[config.mk]
export PLATFORM = sky130hd
export DESIGN_NAME = mas_alu_dispatch
export DESIGN_NICKNAME = d
export VERILOG_FILES = /design/src/rtl/mas_alu_dispatch.sv
export SDC_FILE = /design/constraint.sdc
export NUM_CORES = 1
export LEC_CHECK = 0
export CORE_MARGIN = 2
export CORE_UTILIZATION = 54
export CTS_CLUSTER_SIZE = 16
export DETAILED_ROUTE_END_ITERATION = 6
export GPL_ROUTABILITY_DRIVEN = 0
export HOLD_SLACK_MARGIN = 0.05
export PLACE_DENSITY = 0.83
export SYNTH_ARGS = -nofsm -noshare
export SYNTH_HDL_FRONTEND = slang
export SYNTH_SLANG_ARGS = --single-unit
export TNS_END_PERCENT = 50
[constraint.sdc]
create_clock -name clk -period 2.5 [get_ports clk]
set_clock_uncertainty 0.2 [all_clocks]
set_input_delay 0.75 -clock clk [delete_from_list [all_inputs] [get_ports clk]]
set_output_delay 0.75 -clock clk [all_outputs]
set_load 0.01 [all_outputs]
[src/rtl/mas_alu_dispatch.sv]
// Command FIFO and single-outstanding issue controller in front of mas_alu_top.
// Commands are issued one at a time; a watchdog aborts an issue the ALU never answers.
package mas_alu_pkg;
  typedef enum logic [2:0] {
    MAS_ADD, MAS_SUB, MAS_AND, MAS_OR, MAS_XOR, MAS_SHL, MAS_SHR, MAS_MUL
  } type_mas_alu_cmd;
endpackage

`ifndef MAS_BLEN
`define MAS_BLEN 16
`endif

module mas_alu_dispatch
  import mas_alu_pkg::*;
#(
  parameter int DEPTH   = 4,
  parameter int TAG_W   = 4,
  parameter int TIMEOUT = 255
) (
  input  logic                         clk,
  input  logic                         rst_n,
  input  logic                         in_valid,
  output logic                         in_ready,
  input  type_mas_alu_cmd              in_cmd,
  input  logic [`MAS_BLEN-1:0]         in_op1,
  input  logic [`MAS_BLEN-1:0]         in_op2,
  input  logic [TAG_W-1:0]             in_tag,
  output logic                         mas_alu_req,
  output type_mas_alu_cmd              mas_alu_cmd,
  output logic [`MAS_BLEN-1:0]         mas_alu_op1,
  output logic [`MAS_BLEN-1:0]         mas_alu_op2,
  input  logic [`MAS_BLEN-1:0]         mas_alu_res,
  input  logic                         mas_alu_ready,
  output logic                         out_valid,
  input  logic                         out_ready,
  output logic [`MAS_BLEN-1:0]         out_res,
  output logic [TAG_W-1:0]             out_tag,
  output logic                         out_timeout,
  output logic [$clog2(DEPTH+1)-1:0]   fifo_count
);

  localparam int PTR_W  = $clog2(DEPTH);
  localparam int CNT_W  = $clog2(DEPTH+1);
  localparam int WDOG_W = $clog2(TIMEOUT+1);

  typedef enum logic [1:0] {S_IDLE, S_ISSUE, S_RESP} state_t;

  state_t                state_q, state_d;
  type_mas_alu_cmd       mem_cmd_q [DEPTH];
  logic [`MAS_BLEN-1:0]  mem_op1_q [DEPTH];
  logic [`MAS_BLEN-1:0]  mem_op2_q [DEPTH];
  logic [TAG_W-1:0]      mem_tag_q [DEPTH];
  logic [PTR_W-1:0]      wr_ptr_q, rd_ptr_q;
  logic [CNT_W-1:0]      count_q, count_d;
  logic                  in_ready_q, in_ready_d;
  logic                  req_q, req_d;
  type_mas_alu_cmd       cmd_q, cmd_d;
  logic [`MAS_BLEN-1:0]  op1_q, op1_d, op2_q, op2_d;
  logic [TAG_W-1:0]      tag_q, tag_d;
  logic [WDOG_W-1:0]     wdog_q, wdog_d;
  logic                  out_valid_q, out_valid_d;
  logic [`MAS_BLEN-1:0]  out_res_q, out_res_d;
  logic [TAG_W-1:0]      out_tag_q, out_tag_d;
  logic                  out_timeout_q, out_timeout_d;
  logic                  push, pop;

  assign push = in_valid && in_ready_q;

  always_comb begin
    state_d       = state_q;
    pop           = 1'b0;
    req_d         = req_q;
    cmd_d         = cmd_q;
    op1_d         = op1_q;
    op2_d         = op2_q;
    tag_d         = tag_q;
    wdog_d        = wdog_q;
    out_valid_d   = out_valid_q;
    out_res_d     = out_res_q;
    out_tag_d     = out_tag_q;
    out_timeout_d = out_timeout_q;
    case (state_q)
      S_IDLE: begin
        if (count_q != '0) begin
          pop     = 1'b1;
          cmd_d   = mem_cmd_q[rd_ptr_q];
          op1_d   = mem_op1_q[rd_ptr_q];
          op2_d   = mem_op2_q[rd_ptr_q];
          tag_d   = mem_tag_q[rd_ptr_q];
          req_d   = 1'b1;
          wdog_d  = '0;
          state_d = S_ISSUE;
        end
      end
      S_ISSUE: begin
        // ALU completion takes priority over a watchdog expiry on the same edge
        if (mas_alu_ready) begin
          out_res_d     = mas_alu_res;
          out_tag_d     = tag_q;
          out_timeout_d = 1'b0;
          out_valid_d   = 1'b1;
          req_d         = 1'b0;
          state_d       = S_RESP;
        end else if (wdog_q == WDOG_W'(TIMEOUT-1)) begin
          out_res_d     = '0;
          out_tag_d     = tag_q;
          out_timeout_d = 1'b1;
          out_valid_d   = 1'b1;
          req_d         = 1'b0;
          state_d       = S_RESP;
        end else begin
          wdog_d = wdog_q + 1'b1;
        end
      end
      S_RESP: begin
        if (out_ready) begin
          out_valid_d = 1'b0;
          state_d     = S_IDLE;
        end
      end
      default: state_d = S_IDLE;
    endcase
  end

  always_comb begin
    count_d = count_q;
    if (push && !pop)      count_d = count_q + 1'b1;
    else if (pop && !push) count_d = count_q - 1'b1;
    in_ready_d = (count_d != CNT_W'(DEPTH));
  end

  always_ff @(posedge clk) begin
    if (push) begin
      mem_cmd_q[wr_ptr_q] <= in_cmd;
      mem_op1_q[wr_ptr_q] <= in_op1;
      mem_op2_q[wr_ptr_q] <= in_op2;
      mem_tag_q[wr_ptr_q] <= in_tag;
    end
  end

  always_ff @(posedge clk or negedge rst_n) begin
    if (!rst_n) begin
      state_q       <= S_IDLE;
      wr_ptr_q      <= '0;
      rd_ptr_q      <= '0;
      count_q       <= '0;
      in_ready_q    <= 1'b0;
      req_q         <= 1'b0;
      cmd_q         <= type_mas_alu_cmd'('0);
      op1_q         <= '0;
      op2_q         <= '0;
      tag_q         <= '0;
      wdog_q        <= '0;
      out_valid_q   <= 1'b0;
      out_res_q     <= '0;
      out_tag_q     <= '0;
      out_timeout_q <= 1'b0;
    end else begin
      state_q       <= state_d;
      if (push) wr_ptr_q <= wr_ptr_q + 1'b1;
      if (pop)  rd_ptr_q <= rd_ptr_q + 1'b1;
      count_q       <= count_d;
      in_ready_q    <= in_ready_d;
      req_q         <= req_d;
      cmd_q         <= cmd_d;
      op1_q         <= op1_d;
      op2_q         <= op2_d;
      tag_q         <= tag_d;
      wdog_q        <= wdog_d;
      out_valid_q   <= out_valid_d;
      out_res_q     <= out_res_d;
      out_tag_q     <= out_tag_d;
      out_timeout_q <= out_timeout_d;
    end
  end

  assign in_ready    = in_ready_q;
  assign fifo_count  = count_q;
  assign mas_alu_req = req_q;
  assign mas_alu_cmd = cmd_q;
  assign mas_alu_op1 = op1_q;
  assign mas_alu_op2 = op2_q;
  assign out_valid   = out_valid_q;
  assign out_res     = out_res_q;
  assign out_tag     = out_tag_q;
  assign out_timeout = out_timeout_q;

endmodule

# After elaboration in Yosys (flattened, before gate mapping)

Memories as Yosys holds them, arrays and structs flattened. A register that Yosys moved wholly into a read port is not among the register bits.
Cells that the tools add are included.

Bits in registers: 41
Bits in writable memories: 156
Input bits: 60
Output and inout port bits: 62
Logic and storage cells: 77
Memories: 4

Add/sub/neg operators: 5
Eq/ne operators: 9
Muxes and demuxes: 28
Reductions and logical operators: 20

Memory list:

| name      | depth | bits a word | rd ports | clocked after Yosys merged registers in | wr ports | line | RTL |
|---|---|---|---|---|---|---|---|
| mem_op1_q | 4     | 16          | 1        | 1                                       | 1        | 50   | `` logic [`MAS_BLEN-1:0] mem_op1_q [DEPTH]; `` |
| mem_op2_q | 4     | 16          | 1        | 1                                       | 1        | 51   | `` logic [`MAS_BLEN-1:0] mem_op2_q [DEPTH]; `` |
| mem_tag_q | 4     | 4           | 1        | 1                                       | 1        | 52   | `logic [TAG_W-1:0] mem_tag_q [DEPTH];` |
| mem_cmd_q | 4     | 3           | 1        | 1                                       | 1        | 49   | `type_mas_alu_cmd mem_cmd_q [DEPTH];` |

Operators by type and width:

| operator                                                            | number |
|---|---|
| 16-bit two-way mux                                                  | 2 |
| 8-bit two-way mux                                                   | 3 |
| 8-bit case mux with 2 select lines                                  | 1 |
| 1-bit two-way mux                                                   | 11 |
| 3-bit AND reduction                                                 | 3 |
| 8-bit by 1-bit adder with 8-bit output (second input constant)      | 1 |
| 8-bit == test (second input constant)                               | 1 |
| 2-bit two-way mux                                                   | 4 |
| 4-bit two-way mux                                                   | 2 |
| 2-bit != test (second input constant)                               | 4 |
| 1-bit logical NOT                                                   | 6 |
| 3-bit two-way mux                                                   | 2 |
| 3-bit != test (second input constant)                               | 2 |
| 2-bit case mux with 3 select lines                                  | 1 |
| 2-bit nonzero test                                                  | 3 |
| 2-bit by 1-bit adder with 2-bit output (second input constant)      | 2 |
| 1-bit case mux with 2 select lines                                  | 2 |
| 2-bit AND reduction                                                 | 2 |
| 4-bit AND reduction                                                 | 1 |
| 3-bit by 1-bit adder with 3-bit output (second input constant)      | 1 |
| 1-bit logical AND                                                   | 3 |
| 3-bit nonzero test                                                  | 1 |
| 3-bit by 1-bit subtractor with 3-bit output (second input constant) | 1 |
| 2-bit by 1-bit == test with 1-bit output (second input constant)    | 1 |
| other kinds (2)                                                     | 2 |

# Depth between registers and ports, before layout

Depth in word-level cells: 7
Gate-level depth with buffers: 8
Mapped depth without buffers: 7

# Worst setup path before layout

No wires, ideal clock.

Path type: in2reg
Start: input port in_valid
End: memory mem_cmd_q[0][0] in the netlist's numbering (enable)
Setup time: 0.400 ns
Arrival time: 1.745 ns
Data required time: 1.900 ns
Slack: 0.154 ns
Stages on the path: 1
Path buffers: 0
Path through: and3_1

Word-level cells in the longest chain between the ends: 3

Ends and longest elaborated chain:

| what                                    | line | RTL |
|---|---|---|
| from (decl)                             | 22   | `input logic in_valid,` |
| 1-bit logical AND                       | 67   | `assign push = in_valid && in_ready_q;` |
| 1-bit two-way mux                       | 133  | `if (push) begin` |
| 1-bit two-way mux (not written as such) | 134  | `mem_cmd_q[wr_ptr_q] <= in_cmd;` |
| to (decl)                               | 49   |  |

No other way between the ends.

# Worst setup path in the final report

Start: register out_tag_q[3] (netlist: out_tag[3])
End: output port out_tag[3]

RTL lines:

| what                   | line | RTL |
|---|---|---|
| from (decl)            | 63   | `logic [TAG_W-1:0] out_tag_q, out_tag_d;` |
| from (signal assigned) | 172  | `out_tag_q <= out_tag_d;` |
| to (decl)              | 37   | `output logic [TAG_W-1:0] out_tag,` |

No word-level cell between the ends.

==> flow_metrics.env <==
export IMPL_outcome="finished, final reports clean"
export IMPL_synthCells=442
export IMPL_final_core_util_pct=71.24
export IMPL_numCtsBuffers=24
export IMPL_wl_mm=17.90
export IMPL_whs_ns=0.2976
export IMPL_port_buffers=121
export IMPL_place_hpwl_mm=11.38
export IMPL_ant_nets=0
export IMPL_r2r_slack_ns=0.24
export IMPL_drtIter0Drc=344
export IMPL_cts_tree="built"
export IMPL_wire_per_inst_microns=21.54
export IMPL_ys_seq_area_share_pct=75.53
export IMPL_powerDensity_mw_per_mm2=1247
export IMPL_layout_drive_gt1_share_pct=24.43
export IMPL_grt_use_total_pct=21.10
export IMPL_synth_cell_types=34
export IMPL_worst_slack_ns=0.07806
export IMPL_r2r_start="fifo_count[0]"
export IMPL_fin_nets=665
export IMPL_syn_area_sq_mm=0.008852
export IMPL_cpMaxStageDelayCell="clkdlybuf4s50_1"
export IMPL_hold_viol=0
export IMPL_vias=4678
export IMPL_cts_sinks=236
export IMPL_start_util_pct=55.53
export IMPL_dp_cells=785
export IMPL_clockBufferDepth=3
export IMPL_power_frac_clock_pct=24.2
export IMPL_min_period_ns=2.422
export IMPL_root_buffer="clkbuf_16"
export IMPL_syn_nets=511
export IMPL_power_frac_seq_pct=41.6
export IMPL_antenna_found_initial=0
export IMPL_p_sw_mw=4.072
export IMPL_path_cells="clkdlybuf4s50_1"
export IMPL_r2r_cells=6
export IMPL_tns_ns=0
export IMPL_stdcell_count=831
export IMPL_ys_warn_count=0
export IMPL_die_x_microns=132.0
export IMPL_grt_pass1_vias=5166
export IMPL_crit_arrival_ns=1.47
export IMPL_crit_path_end="out_tag[3]"
export IMPL_clk_pin_slew_worst_paths_ns=0.06
export IMPL_slowest_delay_ns=0.59
export IMPL_pre_cts_slack_ns=-0.03033
export IMPL_r2r_end="in_ready"
export IMPL_muxShareOfSynthArea_pct=15.62
export IMPL_io_pins=122
export IMPL_grt_overflow=0
export IMPL_power_internal_mw=10.10
export IMPL_h_tree_depth=1
export IMPL_maxCapViolations=0
export IMPL_place_area_sq_mm=0.01058
export IMPL_period_share_pct=96.88
export IMPL_path_max_fanout=2
export IMPL_power_mw=14.17
export IMPL_postCtsSetupRepairBufs=0
export IMPL_p_comb_share_pct=34.2
export IMPL_p_leak_nw=4.154
export IMPL_die_h_microns=132.0
export IMPL_synth_xor_area_share_pct=0.5936
export IMPL_relSlewSlack_pct=71.52
export IMPL_grt_pass1_wl_mm=28.52
export IMPL_startpoint_type="flip-flop"
export IMPL_clkLatencyLatePin_ns=0.51
export IMPL_synth_seq_cells=236
export IMPL_setup_worst_path_start="out_tag[3]"
export IMPL_cp_required_ns=1.55
export IMPL_vdd_ir_drop_worst_mv=0.8721
export IMPL_core_sq_mm=0.01594
export IMPL_critical_path_depth=1
export IMPL_hp_class="reg -> reg"
export IMPL_synthSimpleGateAreaFrac_pct=2.078
export IMPL_drc=0
export IMPL_rows=46
export IMPL_routed_via_density=5.629
export IMPL_rsz0062_at_grt="false"
export IMPL_synth_top_family_by_area="multiplexers"
export IMPL_synth_compound_area_share_pct=3.279
export IMPL_fmax_ghz=0.4129
export IMPL_grt_max_degree=34
export IMPL_endpoint_kind="primary output"
export IMPL_switching_share_pct=28.74
export IMPL_num_fill_cells=965
export IMPL_tightest_slew_ns=0.4272
export IMPL_critPathTopFamily="buffers and inverters"
export IMPL_slew_viol_final=0
export IMPL_stdcell_area_sq_mm=0.01136
export IMPL_area_growth_pct=28.31
export IMPL_dr_pass1_iters=4
export IMPL_synth_area_per_cell_sq_um=20.03
export IMPL_path_class="reg -> out"
export IMPL_synth_fa_ha_area_share_pct=1.498
export IMPL_path_buf_inv=1
export IMPL_dieArea_sq_mm=0.01743
export IMPL_setup_viol=0
==> cells in the final DEF (no fill, tap or decap), types with 4 or more instances in the layout <==
master           synthesis  final
and3_2                   0      4
nand3_1                  6      6
clkbuf_1                 6     10
mux4_2                  39     39
inv_1                    9      9
a22o_1                  16     16
buf_4                    0     16
nor2_1                   5      5
ha_1                     9      9
o21ai_0                 10     10
buf_12                   0     10
clkdlybuf4s50_1          0    119
xnor2_1                  6      6
clkbuf_16                0     25
nand2_1                  9      9
dfrtp_1                 80     77
edfxtp_1               156    156
mux2_2                  43     43
==> how the worst min path moves through the flow <==
| stage | start | end | slack, ns | depth (start not counted) |
|---|---|---|---|---|
| after floorplan | rst_n | fifo_count[0] | 0.25 | 0 |
| after global routing | out_res[13] | out_res[13] | 0.31 | 1 |
| after detailed placement | out_res[13] | out_res[13] | 0.28 | 1 |
| after global placement | wdog_q[7] | wdog_q[7] | 0.27 | 1 |
| final | out_res[13] | out_res[13] | 0.30 | 1 |
| after CTS | wdog_q[7] | wdog_q[7] | 0.30 | 1 |
==> kinds of logic after synthesis <==
logic type | count (synthesis)
mux | 84
flops | 236
fa+ha+maj | 11
simple gates | 36
buf+inv | 29
xor+xnor | 6
compound gates | 40
==> state kept, by name, indices dropped and copies added, names as in the netlist <==
register,cells
tag_q,4
wdog_q,8
out_valid,1
mem_op1_q,64
mas_alu_op1,16
mas_alu_cmd,3
mem_tag_q,16
out_res,16
out_timeout,1
mas_alu_op2,16
fifo_count,3
mem_op2_q,64
rd_ptr_q,2
state_q,2
in_ready,1
mas_alu_req,1
mem_cmd_q,12
wr_ptr_q,2
out_tag,4
==> power by group through the flow <==
stage	Combinational [mW]	Clock, mW	Sequential [mW]
floorplan	2.58	0	6.00
global placement	4.70	0	5.87
detailed placement	4.84	0	5.96
CTS	4.92	3.50	5.91
global route	5.18	3.66	6.02
finish	4.85	3.43	5.89
==> routing by layer <==
metal / track usage, % / vias to the layer above / wire length, microns
met4: 4.771 / 0 / 238
met5: 0 / - / 0
met2: 36.60 / 180 / 9207
met1: 27.96 / 2417 / 7184
met3: 4.191 / 26 / 1267
li1: - / 2055 / -
==> area by class of cell <==
| class | instances | area, sq um | area share (%) |
|---|---|---|---|
| inverter | 10 | 37.54 | 0.3305 |
| clock inverter | 6 | 58.81 | 0.5177 |
| timing repair buffer | 147 | 1534 | 13.51 |
| multi-input combinational | 177 | 2058 | 18.12 |
| antenna | 1 | 2.502 | 0.02203 |
| sequential | 236 | 6693 | 58.92 |
| tap | 216 | 270.3 | 2.379 |
| clock buffer | 38 | 704.4 | 6.202 |
==> timing repair <==
item                                    CTS  global route
hold buffers                              1             0
endpoints found under the setup margin    0             2
gates resized for setup                   0             2
hold endpoints to repair                 19             0
==> synthesized netlist by cell type <==
master    instances  area, sq um
and2_1            2        12.51
o21ai_1           1        5.000
nand2b_1          3        18.77
maj3_1            2        20.02
mux2i_1           2        20.02
clkbuf_1          6        22.52
dfrtp_1          80         2002
ha_1              9        112.6
a211o_1           1        8.760
inv_2             1        3.750
o21a_1            1        7.510
nor2b_1           2        12.51
xnor2_1           6        52.55
mux2_2           43        484.2
mux4_2           39        878.3
o211ai_1          1        7.510
o41ai_1           2        17.52
a22o_1           16        140.1
o21ai_0          10        50.05
buf_2            12        60.06
and3_1            6        37.54
nor3_1            1        5.000
nand4_1           1        6.260
o31ai_1           1        7.510
nor2_1            5        18.77
a21oi_1           3        15.01
a31oi_1           3        18.77
edfxtp_1        156         4684
nand3_1           6        30.03
or3b_1            1        8.760
a211oi_2          1        12.51
nand2_1           9        33.78
inv_1             9        33.78
buf_1             1        3.750
(Power assumes the default switching activity.)
